$ cat config.mk
export PLATFORM = sky130hd
export DESIGN_NAME = pipe_id_hazard_sb
export DESIGN_NICKNAME = d
export VERILOG_FILES = /design/src/rtl/pipe_id_hazard_sb.sv
export SDC_FILE = /design/constraint.sdc
export NUM_CORES = 1
export LEC_CHECK = 0
export ABC_AREA = 1
export CAP_MARGIN = 20
export CORE_MARGIN = 1.5
export CORE_UTILIZATION = 56
export DETAILED_ROUTE_END_ITERATION = 10
export MAX_ROUTING_LAYER = met4
export PLACE_DENSITY = 0.88
export REMOVE_ABC_BUFFERS = 1
export SYNTH_ARGS = -nofsm -noshare
export SYNTH_HDL_FRONTEND = slang
export SYNTH_SLANG_ARGS = --single-unit
$ cat constraint.sdc
create_clock -name clock -period 2.6 [get_ports clock]
set_input_delay 0.52 -clock clock [delete_from_list [all_inputs] [get_ports clock]]
set_output_delay 0.52 -clock clock [all_outputs]
set_load 0.02 [all_outputs]
$ cat src/rtl/pipe_id_hazard_sb.sv
// Purpose : ID-stage hazard/forwarding controller with a shift scoreboard of in-flight destinations.
// Latency : fwd_sel/wpcir combinational in the ID cycle; scoreboard, ebubble_o, mdu_busy, stall_cnt registered.
// Backpr. : wpcir=0 holds PC and IF/ID and injects a bubble into EXE; id_bubble overrides any stall.
// Ports   : clock/resetn (sync, active-low); id_* describe the instruction in ID;
//           fwd_sel[p*SELW +: SELW] = 0 regfile or k = scoreboard stage k; wpcir = 0 stalls;
//           ebubble_o = stage-1 holds a bubble; mdu_busy = MUL/DIV occupied; stall_cnt = saturating stall count.
module pipe_id_hazard_sb #(
    parameter  int NRD      = 2,
    parameter  int RW       = 5,
    parameter  int DEPTH    = 3,
    parameter  int LOAD_LAT = 1,
    parameter  int MDU_LAT  = 3,
    localparam int SELW     = $clog2(DEPTH + 1)
) (
    input  logic                  clock,
    input  logic                  resetn,
    input  logic                  id_bubble,
    input  logic [NRD*RW-1:0]     id_rs,
    input  logic [NRD-1:0]        id_rs_use,
    input  logic                  id_wreg,
    input  logic [RW-1:0]         id_rn,
    input  logic [1:0]            id_kind,
    output logic [NRD*SELW-1:0]   fwd_sel,
    output logic                  wpcir,
    output logic                  ebubble_o,
    output logic                  mdu_busy,
    output logic [15:0]           stall_cnt
);
    localparam int          MCW      = (MDU_LAT > 1) ? $clog2(MDU_LAT) : 1;
    localparam logic [1:0]  K_LOAD   = 2'b01;
    localparam logic [1:0]  K_MDU    = 2'b10;

    // Scoreboard stage k holds the destination of the instruction k stages past ID;
    // r_rdy is the first stage index at which that result can be forwarded.
    logic [DEPTH:1]     r_v;
    logic [RW-1:0]      r_rn  [1:DEPTH];
    logic [SELW-1:0]    r_rdy [1:DEPTH];
    logic [MCW-1:0]     r_mdu_cnt;
    logic [15:0]        r_stall_cnt;
    logic               r_ebubble;

    logic [SELW-1:0]    w_port_sel [NRD];
    logic [NRD-1:0]     w_port_haz;
    logic               w_struct_haz;
    logic               w_wpcir;
    logic               w_issue;
    logic [SELW-1:0]    w_rdy_in;

    // Per port: scan oldest to youngest so the youngest matching stage has the last word.
    always_comb begin
        for (int p = 0; p < NRD; p++) begin
            w_port_sel[p] = '0;
            w_port_haz[p] = 1'b0;
            for (int k = DEPTH; k >= 1; k--) begin
                if (id_rs_use[p] && r_v[k] && (r_rn[k] == id_rs[p*RW +: RW])
                    && (id_rs[p*RW +: RW] != '0)) begin
                    if (SELW'(k) >= r_rdy[k]) begin
                        w_port_sel[p] = SELW'(k);
                        w_port_haz[p] = 1'b0;
                    end else begin
                        w_port_sel[p] = '0;
                        w_port_haz[p] = 1'b1;
                    end
                end
            end
        end
    end

    assign w_struct_haz = (id_kind == K_MDU) && (r_mdu_cnt != '0);
    // A squashed instruction never stalls: the bubble wins over any hazard.
    assign w_wpcir      = ~(~id_bubble & ((|w_port_haz) | w_struct_haz));
    assign w_issue      = w_wpcir & ~id_bubble;

    always_comb begin
        w_rdy_in = SELW'(1);
        if (id_kind == K_LOAD) begin
            w_rdy_in = SELW'(1 + LOAD_LAT);
        end else if (id_kind == K_MDU) begin
            w_rdy_in = SELW'(MDU_LAT);
        end
    end

    always_comb begin
        fwd_sel = '0;
        for (int p = 0; p < NRD; p++) begin
            fwd_sel[p*SELW +: SELW] = id_bubble ? '0 : w_port_sel[p];
        end
    end

    always_ff @(posedge clock) begin
        if (!resetn) begin
            r_v         <= '0;
            r_mdu_cnt   <= '0;
            r_stall_cnt <= '0;
            r_ebubble   <= 1'b1;
            for (int k = 1; k <= DEPTH; k++) begin
                r_rn[k]  <= '0;
                r_rdy[k] <= '0;
            end
        end else begin
            for (int k = DEPTH; k >= 2; k--) begin
                r_v[k]   <= r_v[k-1];
                r_rn[k]  <= r_rn[k-1];
                r_rdy[k] <= r_rdy[k-1];
            end
            // Writes to r0 never become entries, so r0 can never forward or stall.
            r_v[1]   <= w_issue & id_wreg & (id_rn != '0);
            r_rn[1]  <= id_rn;
            r_rdy[1] <= w_rdy_in;

            if (w_issue && (id_kind == K_MDU)) begin
                r_mdu_cnt <= MCW'(MDU_LAT - 1);
            end else if (r_mdu_cnt != '0) begin
                r_mdu_cnt <= r_mdu_cnt - MCW'(1);
            end

            r_ebubble <= ~w_wpcir | id_bubble;

            if (!w_wpcir && (r_stall_cnt != 16'hFFFF)) begin
                r_stall_cnt <= r_stall_cnt + 16'd1;
            end
        end
    end

    assign wpcir     = w_wpcir;
    assign ebubble_o = r_ebubble;
    assign mdu_busy  = (r_mdu_cnt != '0);
    assign stall_cnt = r_stall_cnt;

endmodule

### Word-level counts from Yosys, hierarchy flattened

Memory sizes are Yosys's and may differ from the RTL's.
Cells that the tools add are included.

* flip-flop bits (word level): 22
* RAM bits: 21
* bits of input ports: 23
* output and inout port bits: 23
* logic and storage cells: 96
* memories: 2

Memory list
* r_rn: depth 3, width 5, read ports 3, clocked after memory_dff 0, wr ports 3, line 36 `logic [RW-1:0] r_rn [1:DEPTH];`
* r_rdy: depth 3, width 2, read ports 3, clocked after memory_dff 0, wr ports 3, line 37 `logic [SELW-1:0] r_rdy [1:DEPTH];`

* add/subtract/negate cells: 2
* $lt $le $gt $ge: 3
* eq/ne operators: 9
* mux-type cells: 32
* bitwise gates (word level): 15
* reductions and logical operators: 28

Operators with widths (count)
* $mux 2: 17
* $eq 5x5->1: 6
* $logic_and 1x1->1: 21
* $add 16x1->16 const B: 1
* $ne 16x16->1 const B: 1
* $mux 5: 3
* $reduce_bool 5->1: 3
* $mux 1: 12
* $or 1x1->1: 8
* $and 1x1->1: 4
* $ge 2x2->1 const A: 2
* $reduce_bool 2->1: 2
* $reduce_or 2->1: 2
* $not 1->1: 3
* $eq 2x1->1 const B: 1
* $eq 2x2->1 const B: 1
* $ge 1x2->1 const A: 1
* $sub 2x1->2 const B: 1

### Logic depth before layout (Yosys ltp)

Gate-level depths: netlist of run 1.
An unclocked memory read counts as a cell.

* depth after elaboration: 14
* depth in mapped cells: 14
* depth with buffers taken out: 14

### Worst setup path after synthesis of run 1

No wires, ideal clock.

* kind: in2out
* from: in id_bubble
* to: out fwd_sel[1]
* data arrival time: 1.755 ns
* data required time: 2.080 ns
* setup slack: 0.325 ns
* stages: 5
* buffers on the path: 2
* cell sequence: inv_1 > clkbuf_1 > clkbuf_1 > nand2_1 > nor3_1

* longest elaborated chain between the ends: 1

Ends and longest elaborated chain
* start: declaration: line 17 `input logic id_bubble,`
* $mux 2: line 86 `fwd_sel[p*SELW +: SELW] = id_bubble ? '0 : w_port_sel[p];`
* end: declaration: line 23 `output logic [NRD*SELW-1:0] fwd_sel,`

No other way between the ends.

### Final worst setup path of run 1

* from: in id_rs_use[1]
* to: out wpcir

* longest elaborated chain between the ends: 10
* elaborated cells on any way between the ends: 16
* those cells by class: 3 x mux; 3 x bitwise; 10 x reduce/logical

Ends and longest elaborated chain
* start: declaration: line 19 `input logic [NRD-1:0] id_rs_use,`
* $logic_and 1x1->1 (2 in series): line 55 `if (id_rs_use[p] && r_v[k] && (r_rn[k] == id_rs[p*RW +: RW])`
* $logic_and 1x1->1: line 56 `&& (id_rs[p*RW +: RW] != '0)) begin`
* $mux 1 (2 in series): line 55
* $mux 1 (*): line 55
* $reduce_or 2->1 (*): line 71 `assign w_wpcir = ~(~id_bubble & ((|w_port_haz) | w_struct_haz));`
* $or 1x1->1 (*): line 71
* $and 1x1->1 (*): line 71
* $not 1->1 (*): line 71
* end: declaration: line 24 `output logic wpcir,`

Mark *: on every way between the ends. The rest lies on a longest branch, timed or not.

==> impl_metrics.env, run 1 <==
export IMPL_outcome="finished, final reports clean"
export IMPL_post_route_util_pct=76.7
export IMPL_holdPathStages=2
export IMPL_numPortBuffers=45
export IMPL_cp_end_kind="primary output"
export IMPL_reg2reg_from="stall_cnt[0]"
export IMPL_antenna_found_initial=0
export IMPL_yosys_mux_area_fraction_pct=0
export IMPL_cpMostUsedCell="nand2_1"
export IMPL_grt_overflow=0
export IMPL_synthCells=382
export IMPL_die_area_um2=4730
export IMPL_cp_start_kind="primary input"
export IMPL_gp_congestion=0.951
export IMPL_cts_tree="built"
export IMPL_slowest_stage="clkdlybuf4s50_1"
export IMPL_cellPowerDensity_nw_per_um2=392
export IMPL_dieWidth_um=68.8
export IMPL_firstDrtPassIters=6
export IMPL_ys_seq_elements=41
export IMPL_antenna_left=0
export IMPL_synth_most_common_cell="nand2_1"
export IMPL_whs_endpoint="r_rdy[0][4]"
export IMPL_postCtsHoldBufs=0
export IMPL_worstRegToRegCells=9
export IMPL_p_leak_nw=1.52
export IMPL_crit_type="primary input to primary output"
export IMPL_grt_setup_unrepaired="false"
export IMPL_hold_path_class="flip-flop to flip-flop"
export IMPL_synth_area_leaders="dfxtp_1 (34%), nand2_1 (20%), inv_1 (8.4%)"
export IMPL_clk_pin_slew_ns=0.08
export IMPL_worstSkewPairLatency_ns=0.30
export IMPL_num_rows=23
export IMPL_fp_coreArea_um2=4090
export IMPL_ys_types=32
export IMPL_synth_largest_area_cell="dfxtp_1"
export IMPL_syn_avg_cell_area_um2=6.34
export IMPL_drt_total_wl_mm=6.70
export IMPL_drcViolationCount=0
export IMPL_ys_warnings_count=0
export IMPL_ff2ff_setup_slack_ns=0.34
export IMPL_die_y_um=68.8
export IMPL_area_growth_pct=29.5
export IMPL_diodes=0
export IMPL_start_util_pct=59.2
export IMPL_skew_ns=0.00583
export IMPL_hold_viol_final=0
export IMPL_crit_chain="clkdlybuf4s50_1 -> nand2_1 -> a21oi_1 -> nand2_1 -> nor2_2 -> nand3_1 -> nor2_1 -> nor2_1 -> nand2_2 -> nand2_1 -> buf_4"
export IMPL_hold_start="r_rdy[0][2]"
export IMPL_nets=469
export IMPL_finalSetupViolCount=0
export IMPL_max_cap_viol_count=0
export IMPL_r2r_end="stall_cnt[13]"
export IMPL_drt_iter0_drc=161
export IMPL_min_period_ns=2.53
export IMPL_tightestPinTransition_ns=0.583
export IMPL_max_slew_margin_pct=60.9
export IMPL_synth_common_cells="nand2_1 (130), inv_1 (54), dfxtp_1 (41)"
export IMPL_layout_drive_gt1_share_pct=14.5
export IMPL_nFillCells=333
export IMPL_seq_area_frac_synth_pct=33.9
export IMPL_fin_tns_setup_ns=0
export IMPL_cp_top_family="buffers and inverters"
export IMPL_cts_root_buf="clkbuf_8"
export IMPL_total_power_mw=1.23
export IMPL_post_route_period_util_pct=97.2
export IMPL_async_flop_share_pct=0
export IMPL_critPathBufInv=2
export IMPL_yosys_area_share_simple_pct=39.6
export IMPL_finalMaxSlewViolations=0
export IMPL_first_global_vias=2201
export IMPL_numCtsBuffers=5
export IMPL_synth_top_area_share_pct=33.9
export IMPL_clk_path_buf_depth=2
export IMPL_cp_max_fo=4
export IMPL_wl_per_cell_um=13.6
export IMPL_peakVddDrop_uv=366
export IMPL_grtUsageTotal_pct=30.4
export IMPL_synth_xor_area_share_pct=5.06
export IMPL_critPathRequiredTime_ns=2.08
export IMPL_synth_edf_count=0
export IMPL_htreeDepth=2
export IMPL_synth_compound_area_share_pct=8.32
export IMPL_crit_arrival_ns=2.01
export IMPL_num_vias=2570
export IMPL_grt_pass1_wl_mm=10.3
export IMPL_io_pins=46
export IMPL_synth_ff_type="dfxtp_1"
export IMPL_hpwl_mm=5.03
export IMPL_grt_max_degree=23
export IMPL_fmax_mhz=396
export IMPL_synth_area_um2=2420
export IMPL_synth_top_family_by_area="simple AND/OR/NAND/NOR gates"
export IMPL_synthAdderAreaFrac_pct=1.55
export IMPL_slowest_delay_ns=0.55
export IMPL_viasPerCell=5.22
export IMPL_clock_sinks=41
export IMPL_whs_ns=0.428
-- stage by stage --
stage / setup WS (ns) / cell area (um^2) / std cells
2_1_floorplan: 0.517 / 2380 / 374
3_3_place_gp: -0.492 / 3020 / 486
4_1_cts: 0.0133 / 3090 / 492
3_5_place_dp: -0.530 / 3020 / 486
5_1_grt: 0.00623 / 3140 / 492
6_report: 0.0738 / 3140 / 492
-- layer usage --
metal	GRT usage (%)	wire (um)	part of all wire [%]	up-vias
li1	-	-	-	1317
met3	6.17	458	6.8	7
met1	40.6	3030	45	1162
met2	46.8	3150	47	84
met5	-	0	0	-
met4	8.33	67	1.0	0
-- worst reg2reg max path: stages, from the launching register on --
cell and delay [ns]:
dfxtp_1 0.41, ha_1 0.23, nand3_2 0.13, nor3b_2 0.33, nand2_2 0.14, nor2_4 0.13
nand4_4 0.24, nand3_4 0.31, nand2_1 0.09, a21oi_1 0.17
-- kinds of logic after synthesis --
family,after synthesis
AO/OA/AOI/OAI,34
XOR/XNOR,14
adder cells (fa/ha/maj),3
buffers and inverters,72
flip-flops,41
AND/OR/NAND/NOR,218
-- how the worst max path moves through the flow --
stage	start	endpoint	slack (ns)	cells after the start
2_1_floorplan	id_rs[3]	fwd_sel[1]	0.52	8
3_3_place_gp	id_rs[1]	fwd_sel[1]	-0.49	8
3_5_place_dp	id_rs[1]	fwd_sel[1]	-0.53	8
4_1_cts	id_rs[6]	fwd_sel[3]	0.01	8
5_1_grt	id_rs_use[1]	wpcir	0.006	11
6_report	id_rs_use[1]	wpcir	0.07	11
-- cells in the final DEF (no fill, tap or decap), drive strengths merged, types with 3 or more instances in the layout --
master	n
a21oi	24
buf	22
clkbuf	5
clkdlybuf4s50	29
dfxtp	41
dlygate4sd2	6
dlymetal6s2s	5
ha	3
inv	63
nand2	132
nand3	17
nand4	19
nor2	40
nor3	4
o2111ai	3
o22ai	3
xnor2	7
xor2	7
-- cell type report --
cell class / count / area (um^2) / share of cell area, %
multi-input cells: 269 / 1370 / 43.8
clock inverters: 1 / 5.00 / 0.160
inverters: 64 / 240 / 7.66
flip-flops and latches: 41 / 821 / 26.2
repair buffers: 62 / 566 / 18.0
well taps: 50 / 62.6 / 2.00
clock buffers: 5 / 68.8 / 2.19
-- sequential cells by signal, indices dropped and copies added (netlist names) --
name	count
r_mdu_cnt	2
stall_cnt	16
r_rdy	4
r_v	3
r_rn	15
ebubble_o	1
-- where the power goes --
part	total [mW]	leakage (nW)	internal, mW	switching (mW)
sequential	0.659	0.334	0.644	0.0148
combinational	0.176	1.14	0.0754	0.100
clock	0.393	0.0399	0.177	0.216
-- what timing repair did --
action | 4_1_cts | 5_1_grt
pin swaps | 2 | 5
resized for setup | 31 | 20
setup buffers | 0 | 0
endpoints found under the setup margin | 5 | 5
Note: power is estimated with default switching activity, not from simulation.
==> inputs of run 2 (changes only) <==
Settings changed: CORE_MARGIN 1.5 to 5.
==> run 2 against run 1 <==
- die area grew 21%
- critical path type unchanged
- sequential power about the same
- sequential cell count did not move
- critical path depth did not move
==> impl_metrics.env, run 2 (synthesis results as in run 1) <==
export IMPL_post_route_util_pct=73.2
export IMPL_antenna_found_initial=0
export IMPL_regArea_um2=821
export IMPL_drt_iter0_drc=202
export IMPL_cellPowerDensity_nw_per_um2=402
export IMPL_clock_sinks=41
export IMPL_dr_wl_met3_um=458
export IMPL_min_period_ns=2.47
export IMPL_reg2reg_from="stall_cnt[1]"
export IMPL_layout_common_cells="nand2_1 (130), inv_1 (53), dfxtp_1 (41)"
export IMPL_drcViolationCount=0
export IMPL_nets=466
export IMPL_largest_reg_flops=16
export IMPL_crit_chain="clkdlybuf4s50_1 -> nand2_1 -> a21oi_1 -> nand2_1 -> nor2_2 -> nand3_2 -> nor2_1 -> nor2_1 -> nand2_2 -> nand2_1 -> buf_4"
export IMPL_die_y_um=75.8
export IMPL_met2_length_mm=2.94
export IMPL_cts_root_buf="clkbuf_8"
export IMPL_skew_ns=0.00592
export IMPL_hold_path_class="flip-flop to flip-flop"
export IMPL_num_rows=24
export IMPL_whs_endpoint="r_rdy[0][4]"
export IMPL_gp_congestion=0.956
export IMPL_tightestPinTransition_ns=0.574
export IMPL_layout_drive_gt1_share_pct=13.6
export IMPL_grt_pass1_wl_mm=10.2
export IMPL_crit_arrival_ns=1.95
export IMPL_io_pins=46
export IMPL_fp_coreArea_um2=4260
export IMPL_clk_pin_slew_ns=0.09
export IMPL_finalSetupViolCount=0
export IMPL_dieWidth_um=75.8
export IMPL_layout_commonest_cell="nand2_1"
export IMPL_worstRegToRegCells=9
export IMPL_outcome="finished, final reports clean"
export IMPL_p_int_mw=0.906
export IMPL_dp_cells=485
export IMPL_crit_type="primary input to primary output"
export IMPL_nFillCells=351
export IMPL_grt_overflow=0
export IMPL_worstSkewPairLatency_ns=0.30
export IMPL_max_cap_viol_count=0
export IMPL_die_area_um2=5740
export IMPL_top_layer="met4"
export IMPL_peakVddDrop_uv=369
export IMPL_first_global_vias=2335
export IMPL_r2r_end="stall_cnt[2]"
export IMPL_post_route_period_util_pct=94.8
export IMPL_finalMaxSlewViolations=0
export IMPL_cts_tree="built"
export IMPL_ff2ff_setup_slack_ns=0.40
export IMPL_hold_start="r_rdy[0][2]"
export IMPL_numCtsBuffers=5
export IMPL_firstDrtPassIters=4
export IMPL_viasPerCell=5.22
export IMPL_cp_start_kind="primary input"
export IMPL_slowest_delay_ns=0.54
export IMPL_cp_end_kind="primary output"
export IMPL_grt_max_degree=23
export IMPL_diodes=0
export IMPL_cpMostUsedCell="nand2_1"
export IMPL_slowest_stage="clkdlybuf4s50_1"
export IMPL_htreeDepth=2
export IMPL_layoutNonFillerInstCount=493
export IMPL_antenna_left=0
export IMPL_cp_max_fo=4
export IMPL_p_leak_nw=1.49
export IMPL_hold_viol_final=0
export IMPL_drt_total_wl_mm=6.29
export IMPL_wl_per_cell_um=12.8
export IMPL_max_slew_margin_pct=61.5
export IMPL_p_seq_share_pct=52.5
export IMPL_switching_power_mw=0.348
export IMPL_wl_met1_mm=2.81
export IMPL_grtUsageTotal_pct=24.0
export IMPL_multi_input_area_um2=1370
export IMPL_area_growth_pct=28.9
export IMPL_numPortBuffers=45
export IMPL_clk_path_buf_depth=2
export IMPL_hpwl_mm=4.76
export IMPL_start_util_pct=56.8
export IMPL_pwr_share_clk_pct=34.0
export IMPL_grt_setup_unrepaired="false"
export IMPL_cts_setup_buffers=0
export IMPL_fmax_mhz=406
export IMPL_holdPathStages=2
export IMPL_critPathRequiredTime_ns=2.08
export IMPL_swShare_pct=27.7
export IMPL_combPwrFrac_pct=13.5
export IMPL_num_vias=2572
-- run 2: power by group through the flow --
stage | clock [mW] | sequential [mW] | combinational, mW
global placement | 0 | 0.673 | 0.163
global route | 0.468 | 0.661 | 0.186
floorplan | 0 | 0.670 | 0.0782
finish | 0.426 | 0.659 | 0.169
detailed placement | 0 | 0.673 | 0.166
CTS | 0.433 | 0.658 | 0.165
-- run 2: repair_timing --
action | in CTS | in global routing
setup endpoints to repair | 5 | 4
hold buffers | 0 | 0
pin swaps | 2 | 3
resized for setup | 33 | 16
-- run 2: layout make-up --
cell class / count / share of cell area [%]
Clock buffer: 6 / 2.32
Clock inverter: 2 / 0.481
Inverter: 64 / 7.70
Multi-Input combinational cell: 269 / 43.8
Sequential cell: 41 / 26.3
Tap cell: 52 / 2.08
Timing Repair Buffer: 59 / 17.3
-- run 2: critical path, delay by kind of cell --
family,cells,cell delay [ns]
and+or+nand+nor,8,0.63
buffers and inverters,2,0.70
AOI/OAI and AO/OA,1,0.11
-- run 2: routing by layer --
| metal | vias up | track usage, % |
|---|---|---|
| met5 | - | - |
| met4 | 0 | 7.96 |
| met2 | 99 | 36.3 |
| met3 | 10 | 5.28 |
| met1 | 1149 | 31.6 |
| li1 | 1314 | - |
-- run 2: worst max path at each step --
stage                      end  cells past startpoint  slack (ns)         start
finish                   wpcir                     11        0.13  id_rs_use[1]
global route             wpcir                     11       0.002  id_rs_use[1]
CTS                      wpcir                     13       0.008      id_rs[9]
detailed placement  fwd_sel[1]                     10       -0.60      id_rs[4]
global placement    fwd_sel[3]                      8       -0.45      id_rs[7]
floorplan           fwd_sel[1]                      8        0.52      id_rs[3]
-- run 2: stage by stage --
stage                     setup slack [ns]  TNS (ns)  hold WS [ns]  total power, mW  instance area (um^2)
after floorplan                      0.517         0         0.386            0.748                  2380
after global placement              -0.452     -2.39         0.395            0.837                  3000
after detailed placement            -0.604     -3.41         0.395            0.839                  3000
after CTS                          0.00847         0         0.415             1.26                  3090
after global routing               0.00205         0         0.435             1.32                  3120
final                                0.135         0         0.411             1.25                  3120
==> inputs of run 3 (changes only) <==
Settings changed: CAP_MARGIN 20 to 40, CTS_CLUSTER_DIAMETER set to 50, HOLD_SLACK_MARGIN set to 0.08.
==> results of run 3 <==
The final DEF is identical to that of run 2; final timing and power are the same.
